### src/rtl/bk_arith_pkg.sv
// Shared arithmetic definitions for the Brent-Kung prefix datapaths.
package bk_arith_pkg;

    localparam int W_DEFAULT = 12;

    // One prefix node: group generate and group propagate.
    typedef struct packed {
        logic g;
        logic p;
    } gp_t;

    // Number of prefix levels needed to span n bits.
    function automatic int clog2(input int n);
        int r;
        int v;
        r = 0;
        v = 1;
        while (v < n) begin
            v = v << 1;
            r = r + 1;
        end
        return r;
    endfunction

endpackage

### src/rtl/bk_gp_cell.sv
// Brent-Kung prefix combine: (gi1,pi1) is the upper group, (gi2,pi2) the lower.
module bk_gp_cell (
    input  logic gi1,
    input  logic pi1,
    input  logic gi2,
    input  logic pi2,
    output logic go,
    output logic po
);

    assign go = gi1 | (gi2 & pi1);
    assign po = pi1 & pi2;

endmodule

### src/rtl/bk_sub_pipe.sv
// Two-stage pipelined Brent-Kung subtractor, diff = x + ~y + 1, valid/ready stream.
module bk_sub_pipe
    import bk_arith_pkg::*;
#(
    parameter int W        = W_DEFAULT,
    parameter bit FLAGS_EN = 1'b1
) (
    input  logic         clk,
    input  logic         rst_n,
    input  logic         in_valid,
    output logic         in_ready,
    input  logic [W-1:0] x,
    input  logic [W-1:0] y,
    output logic         out_valid,
    input  logic         out_ready,
    output logic [W-1:0] diff,
    output logic         borrow,
    output logic         zero,
    output logic         ovf
);

    localparam int L = clog2(W);

    logic s1_valid;
    logic s2_adv;
    logic in_fire;
    logic s2_load;

    assign s2_adv   = !out_valid || out_ready;
    assign in_ready = !s1_valid || s2_adv;
    assign in_fire  = in_valid && in_ready;
    assign s2_load  = s2_adv && s1_valid;

    // Up-sweep: level 0 holds bitwise g/p of x and ~y; level lv combines
    // nodes whose index+1 is a multiple of 2^lv with the node 2^(lv-1) below.
    for (genvar lv = 0; lv <= L; lv++) begin : g_up
        gp_t n [W];
        for (genvar i = 0; i < W; i++) begin : g_bit
            if (lv == 0) begin : g_leaf
                assign n[i].g = x[i] & ~y[i];
                assign n[i].p = x[i] ^ ~y[i];
            end else if (((i + 1) % (1 << lv)) == 0) begin : g_cell
                bk_gp_cell u_cell (
                    .gi1 (g_up[lv-1].n[i].g),
                    .pi1 (g_up[lv-1].n[i].p),
                    .gi2 (g_up[lv-1].n[i - (1 << (lv - 1))].g),
                    .pi2 (g_up[lv-1].n[i - (1 << (lv - 1))].p),
                    .go  (n[i].g),
                    .po  (n[i].p)
                );
            end else begin : g_pass
                assign n[i] = g_up[lv-1].n[i];
            end
        end
    end

    gp_t [W-1:0] up_d;
    logic [W-1:0] p0_d;

    for (genvar i = 0; i < W; i++) begin : g_s1_d
        assign up_d[i] = g_up[L].n[i];
        assign p0_d[i] = g_up[0].n[i].p;
    end

    gp_t [W-1:0] s1_up;
    logic [W-1:0] s1_p0;

    // Stage 1 valid: refill when the stage can accept, otherwise hold.
    always_ff @(posedge clk or negedge rst_n) begin
        if (!rst_n) begin
            s1_valid <= 1'b0;
        end else if (in_ready) begin
            s1_valid <= in_valid;
        end
    end

    // Stage 1 data: bitwise propagate and up-sweep prefix nodes.
    always_ff @(posedge clk or negedge rst_n) begin
        if (!rst_n) begin
            s1_up <= '0;
            s1_p0 <= '0;
        end else if (in_fire) begin
            s1_up <= up_d;
            s1_p0 <= p0_d;
        end
    end

    // Down-sweep: level dl uses stride s = 2^(L-1-dl) and fills nodes
    // i = 3s-1 + 2s*m from the complete prefix at i-s.
    for (genvar dl = 0; dl < L; dl++) begin : g_dn
        localparam int S = (dl == 0) ? 1 : (1 << (L - 1 - dl));
        gp_t n [W];
        for (genvar i = 0; i < W; i++) begin : g_bit
            if (dl == 0) begin : g_root
                assign n[i] = s1_up[i];
            end else if ((i >= 3 * S - 1) && (((i - (3 * S - 1)) % (2 * S)) == 0)) begin : g_cell
                bk_gp_cell u_cell (
                    .gi1 (g_dn[dl-1].n[i].g),
                    .pi1 (g_dn[dl-1].n[i].p),
                    .gi2 (g_dn[dl-1].n[i - S].g),
                    .pi2 (g_dn[dl-1].n[i - S].p),
                    .go  (n[i].g),
                    .po  (n[i].p)
                );
            end else begin : g_pass
                assign n[i] = g_dn[dl-1].n[i];
            end
        end
    end

    gp_t [W-1:0] pf;

    for (genvar i = 0; i < W; i++) begin : g_pf
        assign pf[i] = g_dn[L-1].n[i];
    end

    logic [W-1:0] c;
    logic [W-1:0] diff_d;
    logic         cout;

    // Carries with constant carry-in 1: c[i] = G[i-1:0] | P[i-1:0].
    always_comb begin
        c    = '0;
        c[0] = 1'b1;
        for (int unsigned i = 1; i < W; i++) begin
            c[i] = pf[i-1].g | pf[i-1].p;
        end
        cout   = pf[W-1].g | pf[W-1].p;
        diff_d = s1_p0 ^ c;
    end

    // Output stage valid: advances whenever the output is empty or drained.
    always_ff @(posedge clk or negedge rst_n) begin
        if (!rst_n) begin
            out_valid <= 1'b0;
        end else if (s2_adv) begin
            out_valid <= s1_valid;
        end
    end

    // Output stage data: difference and borrow, held while stalled.
    always_ff @(posedge clk or negedge rst_n) begin
        if (!rst_n) begin
            diff   <= '0;
            borrow <= 1'b0;
        end else if (s2_load) begin
            diff   <= diff_d;
            borrow <= ~cout;
        end
    end

    if (FLAGS_EN) begin : g_flags
        logic s1_xs;

        // Minuend sign travels with stage 1 for the overflow flag.
        always_ff @(posedge clk or negedge rst_n) begin
            if (!rst_n) begin
                s1_xs <= 1'b0;
            end else if (in_fire) begin
                s1_xs <= x[W-1];
            end
        end

        // Signs differ exactly when p0 of the top bit is 0 (x ^ ~y).
        always_ff @(posedge clk or negedge rst_n) begin
            if (!rst_n) begin
                zero <= 1'b0;
                ovf  <= 1'b0;
            end else if (s2_load) begin
                zero <= (diff_d == '0);
                ovf  <= !s1_p0[W-1] && (diff_d[W-1] != s1_xs);
            end
        end
    end else begin : g_no_flags
        assign zero = 1'b0;
        assign ovf  = 1'b0;
    end

endmodule

### config.mk
export PLATFORM = sky130hd
export DESIGN_NAME = bk_sub_pipe
export DESIGN_NICKNAME = d
export VERILOG_FILES = /design/src/rtl/bk_arith_pkg.sv /design/src/rtl/bk_gp_cell.sv /design/src/rtl/bk_sub_pipe.sv
export SDC_FILE = /design/constraint.sdc
export NUM_CORES = 1
export LEC_CHECK = 0
export CORE_ASPECT_RATIO = 0.75
export CORE_MARGIN = 2
export CORE_UTILIZATION = 60
export CTS_CLUSTER_SIZE = 30
export DETAILED_ROUTE_END_ITERATION = 7
export DONT_BUFFER_PORTS = 1
export HOLD_SLACK_MARGIN = 0.02
export PLACE_DENSITY_LB_ADDON = 0.1
export SLEW_MARGIN = 20
export SYNTH_ARGS = -nofsm -noshare
export SYNTH_HDL_FRONTEND = slang
export SYNTH_SLANG_ARGS = --single-unit
### constraint.sdc
create_clock -name clk -period 3.9 [get_ports clk]
set_input_delay 0.78 -clock clk [delete_from_list [all_inputs] [get_ports clk]]
set_output_delay 0.78 -clock clk [all_outputs]
set_load 0.02 [all_outputs]
==> results_dict.tcl <==
set metrics [dict create \
    status "complete, no violations" \
    hold_buffers 0 \
    port_buffers 0 \
    cts-buffers-inserted 5 \
    grt_max_degree 49 \
    worst_ep_required_time_ps 4080 \
    grt_pass1_vias 1458 \
    yosysTopAreaCellShare_pct 53.8 \
    post_cts_buffers 0 \
    drive_above_1_share_pct 11.2 \
    antenna_left 0 \
    dieWidth_um 74.4 \
    clock_skew_ps 10.7 \
    clock-sinks 48 \
    root_buffer "clkbuf_8" \
    dpl_worst_slack_ps 1250 \
    setup_viol 0 \
    drt_iter0_markers 63 \
    nNetsFinal 244 \
    synth-edff-count 0 \
    end_kind "register" \
    cellPowerDensity_nw_per_um2 562 \
    netlist_top_cells_area "dfrtp_1 54%, ha_1 6.7%, mux2_1 6.6%, nand2_1 4.9%, mux2_2 4.5%" \
    post-dp-hpwl_mm 3.10 \
    drt-pass1-iter-count 4 \
    max_freq_ghz 0.494 \
    start_util_pct 61.8 \
    p_seq_share_pct 55.3 \
    path_clk_slew_ps 90 \
    wl_mm 4.16 \
    track_usage_pct 22.0 \
    crit_cells 3 \
    hold_violations 0 \
    cts_resized 0 \
    slowest_delay_ps 640 \
    ys_top_cells_by_count "48 x dfrtp_1, 29 x nand2_1, 14 x inv_1, 14 x o21ai_0, 13 x mux2_1" \
    synth_top_cell_by_area "dfrtp_1" \
    grt_pass1_wl_mm 6.93 \
    crit_slowest_cell "nand2_2" \
    vdd_drop_max_mv 0.372 \
    critPathTopFamily "simple AND/OR/NAND/NOR gates" \
    critPathArrivalTime_ps 2210 \
    power_switching_w 0.000447 \
    slew_headroom_pct 52.7 \
    wl_per_cell_um 16.2 \
    drv_cap 0 \
    worst-path-buf-inv 0 \
    p_leak_nw 1.13 \
    vias_per_cell 5.56 \
    syn_area_um2 2230 \
    final.setup.tns_ps 0 \
    yosysWarningCount 0 \
    comb_power_share_pct 18.3 \
    route.detailed.drc 0 \
    pin_count 45 \
    post-route-util_pct 66.6 \
    grt_antenna_before_repair 0 \
    worst_slew_pin_slew_ps 707 \
    vias 1429 \
    rsz0062_at_grt "false" \
    p_clk_share_pct 26.4 \
    syn_inst 200 \
    p_total_w 0.00135 \
    insertedDiodeCount 0 \
    die_y_um 56.8 \
    internal_power_w 0.000904 \
    synth_cell_types 30 \
    synth-seq-area-share_pct 53.8 \
    synth.most_common_cell "dfrtp_1" \
    clockBufferDepth 2 \
    rr_worst_depth 3 \
    fill_cells 300 \
    slew_violations 0 \
    gp_congestion 0.785 \
    synth_seq_cells 48 \
    cts_tree "done" \
    hp-class "input port to async pin" \
    sw_frac_of_total_pct 33.1 \
    core_area_um2 3610 \
    fin_crit_sh_pct 51.9 \
    cp_cell_sequence "nand3b_1 -> nand2_2 -> mux2_2" \
    crit_fanout 34 \
    syn_avg_cell_area_um2 11.2 \
    fin_ws_ps 1880 \
    layout_min_cycle_time_ps 2020 \
    synthFlopType "dfrtp_1" \
    die-area_um2 4230 \
    cts_max_level 2 \
    startpoint_type "register" \
    crit_type "register to register" \
    syn2layout_area_growth_pct 7.74 \
    clk_latency_ps 300 \
    overflow 0 \
    rows 19 \
    synthArstFlopShare_pct 100 \
    syn_nets 240 \
]
## worst reg2reg max path, cell delays in order, from the launching register on
cell	delay, ps
dfrtp_1	500
nand3b_1	330
nand2_2	640
mux2_2	430
## metrics by stage
stage               area [um^2]  std cells  hold slack [ps]
finish                     2400        257              161
floorplan                  2230        200              442
global placement           2290        249              457
global route               2400        257              141
detailed placement         2290        249              466
CTS                        2400        257              152
## sequential cells by signal, summed over array words and instances (netlist names)
signal         cells
borrow             1
g_dn.n            18
zero               1
g_flags.s1_xs      1
s1_p0             12
ovf                1
s1_valid           1
diff              12
out_valid          1
## power by group through the flow
stage | registers, W | clock network (W) | logic (W)
5_1_grt | 0.000763 | 0.000381 | 0.000278
2_1_floorplan | 0.000734 | 0 | 0.000193
3_3_place_gp | 0.000749 | 0 | 0.000234
6_report | 0.000747 | 0.000357 | 0.000247
3_5_place_dp | 0.000758 | 0 | 0.000246
4_1_cts | 0.000747 | 0.000361 | 0.000247
## cells in the final DEF (no fill, tap or decap), types with 2 or more instances in the layout
| cell type | Yosys | routed |
|---|---|---|
| dfrtp_1 | 48 | 48 |
| nand2_1 | 29 | 28 |
| inv_1 | 14 | 14 |
| o21ai_0 | 14 | 14 |
| mux2_1 | 13 | 13 |
| ha_1 | 12 | 12 |
| a21oi_1 | 10 | 10 |
| mux2_2 | 9 | 9 |
| xor2_1 | 7 | 7 |
| o21ai_1 | 6 | 6 |
| clkbuf_8 | 0 | 5 |
| xnor2_1 | 4 | 4 |
| nand4_1 | 4 | 4 |
| nand2b_1 | 3 | 3 |
| nor2_1 | 3 | 3 |
| a21o_1 | 3 | 3 |
| buf_4 | 1 | 3 |
| o21a_1 | 2 | 2 |
| a211oi_1 | 2 | 2 |
| o21bai_1 | 2 | 2 |
## cell families after synthesis
kind of cell | after synthesis | synth area share (%)
multiplexers | 22 | 11.1
buffers and inverters | 20 | 3.64
AND/OR/NAND/NOR | 45 | 9.19
flip-flops | 48 | 53.8
XOR/XNOR | 11 | 4.32
AO/OA/AOI/OAI | 42 | 11.2
adder cells (fa/ha/maj) | 12 | 6.73
## worst paths after layout
| kind | start | end | slack (ps) |
|---|---|---|---|
| max in group asynchronous | rst_n | g_dn[0].n[3] | 3650 |
| hold reg to reg | g_dn[0].n[17] | g_dn[0].n[17] | 490 |
| setup reg to reg | out_valid | s1_p0[9] | 1880 |
| hold / removal | rst_n | zero | 160 |
| setup / recovery | out_valid | s1_p0[9] | 1880 |
| min in group clk | g_dn[0].n[17] | g_dn[0].n[17] | 490 |
## layout make-up
class / instances / area (um^2) / area share (%)
inverters: 14 / 52.6 / 2.19
well taps: 52 / 65.1 / 2.71
flip-flops and latches: 48 / 1200 / 49.9
clock buffers: 5 / 68.8 / 2.86
multi-input cells: 132 / 952 / 39.6
repair buffers: 3 / 22.5 / 0.937
clock inverters: 3 / 42.5 / 1.77
## routing by layer
metal / global-route usage, % / up-vias / wire length [um]
met5: 0 / - / 0
met4: 6.63 / 0 / 23
met1: 31.1 / 692 / 2020
met3: 5.92 / 4 / 201
met2: 33.2 / 42 / 1920
li1: - / 691 / -
(Power assumes the default switching activity.)
